### config.mk
export PLATFORM = sky130hd
export DESIGN_NAME = regfile_write_arbiter
export DESIGN_NICKNAME = d
export VERILOG_FILES = /design/src/rtl/regfile_write_arbiter.sv
export SDC_FILE = /design/constraint.sdc
export NUM_CORES = 1
export LEC_CHECK = 0
export ABC_AREA = 1
export CAP_MARGIN = 20
export CORE_AREA = 2 2 137 139
export CTS_BUF_LIST = sky130_fd_sc_hd__clkbuf_8
export CTS_CLUSTER_SIZE = 30
export DETAILED_ROUTE_END_ITERATION = 8
export DIE_AREA = 0 0 139 141
export GPL_TIMING_DRIVEN = 0
export PLACE_DENSITY = 0.71
export SYNTH_ARGS = -nofsm -noshare
export SYNTH_HDL_FRONTEND = slang
export SYNTH_SLANG_ARGS = --single-unit
### constraint.sdc
create_clock -name clk -period 2.1 [get_ports clk]
set_input_delay 0.42 -clock clk [delete_from_list [all_inputs] [get_ports clk]]
set_output_delay 0.42 -clock clk [all_outputs]
set_load 0.01 [all_outputs]
### src/rtl/regfile_write_arbiter.sv
// Round-robin arbiter driving the single write port of the 16-entry register file.
// Latency: request sampled at edge k, registered write visible for the cycle after edge k.
// Backpressure: stall=1 withholds grants; losers and stalled requesters hold req until gnt.
//
// Ports:
//    clk       rising-edge clock
//    reset     asynchronous, active-low; clears every register immediately
//    stall     1 = issue no grant at this edge (pointer frozen)
//    req       per-requester write request
//    req_addr  requester i address at [i*ADDR_W +: ADDR_W]
//    req_data  requester i data at [i*DATA_W +: DATA_W]
//    gnt       registered one-hot grant pulse
//    wr_en     registered write enable / decoder enable (always equals |gnt)
//    wr_sel    registered decoder select (register address)
//    wr_data   registered write data
module regfile_write_arbiter #(
   parameter int unsigned N_REQ  = 4,
   parameter int unsigned DATA_W = 64,
   parameter int unsigned ADDR_W = 4
) (
   input  logic                       clk,
   input  logic                       reset,
   input  logic                       stall,
   input  logic [N_REQ-1:0]           req,
   input  logic [N_REQ*ADDR_W-1:0]    req_addr,
   input  logic [N_REQ*DATA_W-1:0]    req_data,
   output logic [N_REQ-1:0]           gnt,
   output logic                       wr_en,
   output logic [ADDR_W-1:0]          wr_sel,
   output logic [DATA_W-1:0]          wr_data
);

   localparam int unsigned PTR_W = (N_REQ > 1) ? $clog2(N_REQ) : 1;

   // Registered state
   logic [PTR_W-1:0]  ptr_q,     ptr_d;
   logic [N_REQ-1:0]  gnt_q,     gnt_d;
   logic              wr_en_q,   wr_en_d;
   logic [ADDR_W-1:0] wr_sel_q,  wr_sel_d;
   logic [DATA_W-1:0] wr_data_q, wr_data_d;

   // Arbitration results
   logic [N_REQ-1:0]  elig;
   logic              win_vld;
   logic [PTR_W-1:0]  win_idx;
   logic [PTR_W:0]    cand;

   // Per-requester views of the flattened address/data buses
   logic [ADDR_W-1:0] addr_arr [N_REQ];
   logic [DATA_W-1:0] data_arr [N_REQ];

   for (genvar i = 0; i < N_REQ; i++) begin : g_unpack
      assign addr_arr[i] = req_addr[i*ADDR_W +: ADDR_W];
      assign data_arr[i] = req_data[i*DATA_W +: DATA_W];
   end

   // The requester currently holding gnt is masked so that a req still high
   // in the cycle it observes its grant does not produce a duplicate write.
   assign elig = req & ~gnt_q & {N_REQ{~stall}};

   // Rotating priority search: candidates ptr, ptr+1, ... wrapping mod N_REQ.
   // cand carries one extra bit so the sum can exceed N_REQ-1 before wrapping.
   always_comb begin
      win_vld = 1'b0;
      win_idx = '0;
      cand    = '0;
      for (int k = 0; k < N_REQ; k++) begin
         cand = {1'b0, ptr_q} + (PTR_W+1)'(k);
         if (cand >= (PTR_W+1)'(N_REQ)) begin
            cand = cand - (PTR_W+1)'(N_REQ);
         end
         if (!win_vld && elig[cand[PTR_W-1:0]]) begin
            win_vld = 1'b1;
            win_idx = cand[PTR_W-1:0];
         end
      end
   end

   // Next-state: a winner loads the write port and moves priority past itself;
   // no winner clears the pulse but leaves select/data untouched.
   always_comb begin
      ptr_d     = ptr_q;
      gnt_d     = '0;
      wr_en_d   = 1'b0;
      wr_sel_d  = wr_sel_q;
      wr_data_d = wr_data_q;
      if (win_vld) begin
         gnt_d[win_idx] = 1'b1;
         wr_en_d        = 1'b1;
         wr_sel_d       = addr_arr[win_idx];
         wr_data_d      = data_arr[win_idx];
         if (win_idx == PTR_W'(N_REQ - 1)) begin
            ptr_d = '0;
         end else begin
            ptr_d = win_idx + PTR_W'(1);
         end
      end
   end

   // Reset drops any in-flight write immediately; the granted requester
   // may not have seen its pulse and will simply re-arbitrate.
   always_ff @(posedge clk or negedge reset) begin
      if (!reset) begin
         ptr_q     <= '0;
         gnt_q     <= '0;
         wr_en_q   <= 1'b0;
         wr_sel_q  <= '0;
         wr_data_q <= '0;
      end else begin
         ptr_q     <= ptr_d;
         gnt_q     <= gnt_d;
         wr_en_q   <= wr_en_d;
         wr_sel_q  <= wr_sel_d;
         wr_data_q <= wr_data_d;
      end
   end

   assign gnt     = gnt_q;
   assign wr_en   = wr_en_q;
   assign wr_sel  = wr_sel_q;
   assign wr_data = wr_data_q;

endmodule

# After elaboration in Yosys (flattened, before gate mapping)
# Index checks and enable logic that the tools add are counted.
# W data, S select, Z words.
# totals
reg_bits,75
input_bits,279
out_inout_bits,73
elab_cells,68
# op_classes
n_addsub,8
n_lt_le_gt_ge,11
n_eq_ne,1
muxes,31
n_bitwise,5
reduce_logical,7
# ops
cell,n
$bmux W64 S2,1
$mux W64,2
$mux W2,9
$lt A2 B3 Y1 const B,5
$ge A3 B3 Y1 const B,4
$mux W4,3
$mux W1,10
$and A4 B4 Y4,2
$bmux W1 S2,4
$bmux W4 S2,1
$sub A2 B1 Y2 const B,4
$add A2 B2 Y3 const B,2
$logic_and A1 B1 Y1,4
$not A4 Y4,1
$add A2 B1 Y3 const B,1
$ge A2 B3 Y1 const B,1
$logic_not A1 Y1,3
$not A2 Y3,1
$add A2 B1 Y2 const B,1
$demux W1 S2,1
$eq A2 B2 Y1 const B,1
$ge A2 B1 Y1 const B,1
$not A1 Y1,1

# Depth between registers and ports, before layout
# depth
depth_word,20
mapped_depth,15
depth_no_buf,13

# Least setup slack after synthesis
# OpenSTA, ideal clock, no wires.
# synth_path
kind,reg2reg
from,register ptr_q[0]
to,register ptr_q[1]
setup_time_ps,129
arrival_time_ps,1897
t_required_ps,1971
slack_ps,74
stages_incl_launch_ff,14
n_path_buf,2
period_less_slack_ps,2026
path_cell_list,dfrtp_1 -> inv_2 -> nand3_2 -> nand3_1 -> nand2_1 -> nand2_2 -> nand3_2 -> nand2_2 -> buf_4 -> buf_2 -> inv_2 -> ha_1 -> nand2_1 -> o21ai_0
# synth_via
elab_chain_len,16
elab_cells_between_ends,40
cone_classes,add/sub: 8; order compare: 4; eq/ne: 1; mux: 21; reduce/logical: 6
# synth_lines
item,line,source
"start, declared",36,"logic [PTR_W-1:0] ptr_q, ptr_d;"
"start signal, assigned",110,ptr_q <= ptr_d;
branches (longest 16 deep; another with $add A2 B1 Y3),--,
# Parallel ways; which one is timed is not known. The select of a mux whose other input is x is not followed.
# A chain may end at the register's enable or synchronous reset.

# Worst setup path in the final report
# layout_path
from,"register gnt_q[0], in the netlist gnt[0]"
to,"register wr_data_q[2], in the netlist wr_data[2]"
# layout_via
elab_chain_len,19
elab_cells_between_ends,29
cone_classes,mux: 19; bitwise: 4; reduce/logical: 6
# layout_lines
item,line,source
"start, declared",37,"logic [N_REQ-1:0] gnt_q, gnt_d;"
"start signal, assigned",111,gnt_q <= gnt_d;
$not A4 Y4 *,59,assign elig = req & ~gnt_q & {N_REQ{~stall}};
$and A4 B4 Y4 * (2 in series),59,
$bmux W1 S2,72,if (!win_vld && elig[cand[PTR_W-1:0]]) begin
$mux W1 (implied by the code),72,
$mux W1,72,
$logic_not A1 Y1,72,
$logic_and A1 B1 Y1,72,
$mux W1,72,
$logic_not A1 Y1,72,
$logic_and A1 B1 Y1,72,
$mux W1,72,
$logic_not A1 Y1,72,
$logic_and A1 B1 Y1,72,
$mux W2,72,
$not A2 Y3 (implied by the code),91,wr_data_d = data_arr[win_idx];
$bmux W64 S2,91,
$mux W64 (implied by the code) (2 in series),91,
"end signal, assigned",114,wr_data_q <= wr_data_d;
"end, declared",40,"logic [DATA_W-1:0] wr_data_q, wr_data_d;"
# Every way passes the cells marked *; elsewhere a longest branch is shown, timed or not. The select of a mux whose other input is x is not followed.

==> metrics.yaml <==
power_and_ir_drop:
  power.static_leakage_uw: 0.00492
  max-vdd-ir-drop_uv: 904
  cellPowerDensity_nw_per_um2: 2030
route:
  drc: 0
  detailroute.via_count: 7528
  drtPass1Iterations: 7
  wl_mm: 27.4
  route.detailed.wl_per_inst_um: 18.8
  postRouteAntennaNets: 0
  first_drt_iteration_drcs: 507
  drt-vias-per-instance: 5.17
global_routing:
  grt_usage_pct: 26.0
  largest_net_degree_at_the_start_of_global_routing: 40
  first_global_vias: 7195
  global_route.overflow_total: 0
  grt_pass1_wl_mm: 40.2
  grt_antenna_before_repair: 1
setup_path:
  timing_worst_setup_path_type: "flop to flop"
  timing.critical_path.required_ns: 2.37
  rr_worst_depth: 13
  crit_buf_inv: 4
  timing.critical_path.to_type: "flop"
  path_depth: 13
  critical-path-top-delay-family: "simple AND/OR/NAND/NOR gates"
  critPathSlowestCell: "dfrtp_1"
  critPathMaxStageDelay_ns: 0.43
  setup.worst_path.start_class: "flop"
  crit_arrival_ns: 2.46
  cp_max_fo: 7
  crit_path_cell_trace: "nor2_4 > nand3_2 > nand2_4 > nand2_4 > buf_4 > nand4_1 > nand3_4 > inv_6 > buf_12 > clkbuf_16 > nand3_2 > nand3_1 > nand2_1"
outcome:
  outcome: "finished, violations left"
  violations: "negative setup slack"
synthesis:
  synthesis.area_um2: 5420
  post_synth_num_cell_types: 20
  syn_avg_cell_area_um2: 6.53
  yosys_warnings: 0
  synth_fp_nets: 1109
  postSynthRegisterBits: 75
  post_synth_inst_count: 829
  yosysSeqAreaShare_pct: 34.7
finish:
  nFillCells: 1683
  regArea_um2: 1880
  fin_nets: 1497
  area_growth_syn_to_layout_pct: 99.6
  final_common_cell: "clkdlybuf4s50_1"
  n_antenna_cell: 0
  most-common-layout-cells: "clkdlybuf4s50_1 (345), nand2_1 (276), nand3_1 (272)"
  multiInputGateArea_um2: 3770
  layout-drive-gt1-share_pct: 19.8
die:
  die_x_um: 139
  ioPinCount: 352
  die_h_um: 141
  die_area_um2: 19600
  total_number_of_placement_rows: 50
  core-area_um2: 18300
  initial_core_util_pct: 29.6
cts:
  clock-root-buffer: "clkbuf_8"
  cts.clk_slew.worst_paths_ns: 0.09
  clock_sinks: 75
  clkLatencyLatePin_ns: 0.38
  cts-htree-levels: 3
  ctsLongestPathBuffers: 2
  cts_tree: "done"
  cts_made_buffers: 9
timing:
  rsz_0062_raised_after_global_routing: "yes"
  final_hold_viol_count: 0
  timing.max_slew.rel_slack_pct: 63.2
  tns_ns: -1.54
  worst_hold_slack_ns: 0.00824
  fin_crit_sh_pct: 104
  setup_violations: 43
  max_freq_ghz: 0.456
  final_number_of_max_transition_violations: 0
  final.min_clock_period_ns: 2.19
  worst_tran_pin_value_ns: 0.552
  finalWorstSetupSlack_ns: -0.0923
  skew_ns: 0.00688
place:
  io_buffers: 351
  weighted_congestion_reported_at_the_end_of_routability_driven_placement: 0.945
  detailed_place_hpwl_mm: 19.5
job:
  max_cap_viols: 0
hold_path:
  worst_hold_path_type: "input pin to async pin"
-- state kept, by name, indices dropped and copies added (netlist names) --
name,flops
gnt,4
wr_data,64
wr_en,1
ptr_q,2
wr_sel,4
-- stage by stage --
| step | instance area [um^2] | worst slack, ns | instances | util [%] | total power [uW] |
|---|---|---|---|---|---|
| 3_5_place_dp | 9240 | -0.781 | 1415 | 50.6 | 16600 |
| 3_3_place_gp | 9220 | -2.33 | 1414 | 50.5 | 16500 |
| 4_1_cts | 9750 | -0.0189 | 1439 | 53.4 | 19100 |
| 2_1_floorplan | 5420 | 0.0744 | 829 | - | 11400 |
| 5_1_grt | 10800 | -0.194 | 1456 | 59.2 | 23700 |
| 6_report | 10800 | -0.0923 | 1456 | 59.2 | 22000 |
-- cells in the mapped netlist --
cell type  instances  area share [%]
nand4_1            2            0.23
dfrtp_1           75              35
nand3_1          350              32
buf_1              1           0.069
nor2_4             1            0.21
nand2_2            5            0.58
nand3_2            8             1.5
buf_4             14             1.9
nor2_1             5            0.35
inv_1              5            0.35
ha_1               1            0.23
nand3_4            1            0.32
buf_6             10             2.1
o21ai_0            1           0.092
nor3_1             1           0.092
nand2_1          295              20
clkbuf_1          16             1.1
a21oi_1            2            0.18
buf_2             32             3.0
inv_2              4            0.28
-- cell families after synthesis --
family	synth area share (%)
and+or+nand+nor	56.1
buffers and inverters	8.78
DFF	34.7
AOI/OAI and AO/OA	0.277
adders and majority gates	0.231
-- metal layers --
layer	routed length (um)	vias up	GRT usage (%)
met1	11400	3586	33.7
met4	833	2	9.30
met5	13	-	0
met2	13400	304	43.4
li1	-	3579	-
met3	1800	57	4.99
-- final timing paths --
check	startpoint	endpoint	slack [ns]
max	gnt[0]	wr_data[2]	-0.09
min	reset	wr_data[56]	0.008
max reg2reg	gnt[0]	wr_data[2]	-0.09
min reg2reg	wr_data[57]	wr_data[57]	0.48
max in group asynchronous	reset	ptr_q[1]	1.46
min in group clk	wr_data[57]	wr_data[57]	0.48
-- worst reg2reg max path, stage by stage (launching register included) --
cell and delay (ns):
dfrtp_1 0.43, nor2_4 0.15, nand3_2 0.16, nand2_4 0.13, nand2_4 0.06, buf_4 0.13, nand4_1 0.14, nand3_4 0.19
inv_6 0.15, buf_12 0.16, clkbuf_16 0.17, nand3_2 0.07, nand3_1 0.08, nand2_1 0.07
-- cell type report --
cell class              instances  share of cell area (%)
clock buffers                  13                    1.66
flip-flops and latches         75                    17.4
clock inverters                 3                   0.625
repair inverters                1                  0.0579
multi-input cells             672                    34.9
plain buffers                  70                    6.38
repair buffers                379                    35.7
well taps                     234                    2.71
inverters                       9                   0.521
-- timing repair --
action / in CTS / in global routing
pin swaps: 2 / 56
resized for setup: 55 / 216
hold buffers: 0 / 0
setup endpoints to repair: 72 / 72
buffers inserted: 7 / 14
cloned: 3 / 4
-- power by group --
group / internal (uW) / switching, uW / total, uW
Combinational: 7740 / 10000 / 17800
Clock: 800 / 600 / 1400
Sequential: 2340 / 452 / 2790
Note: power is estimated with default switching activity, not from simulation.
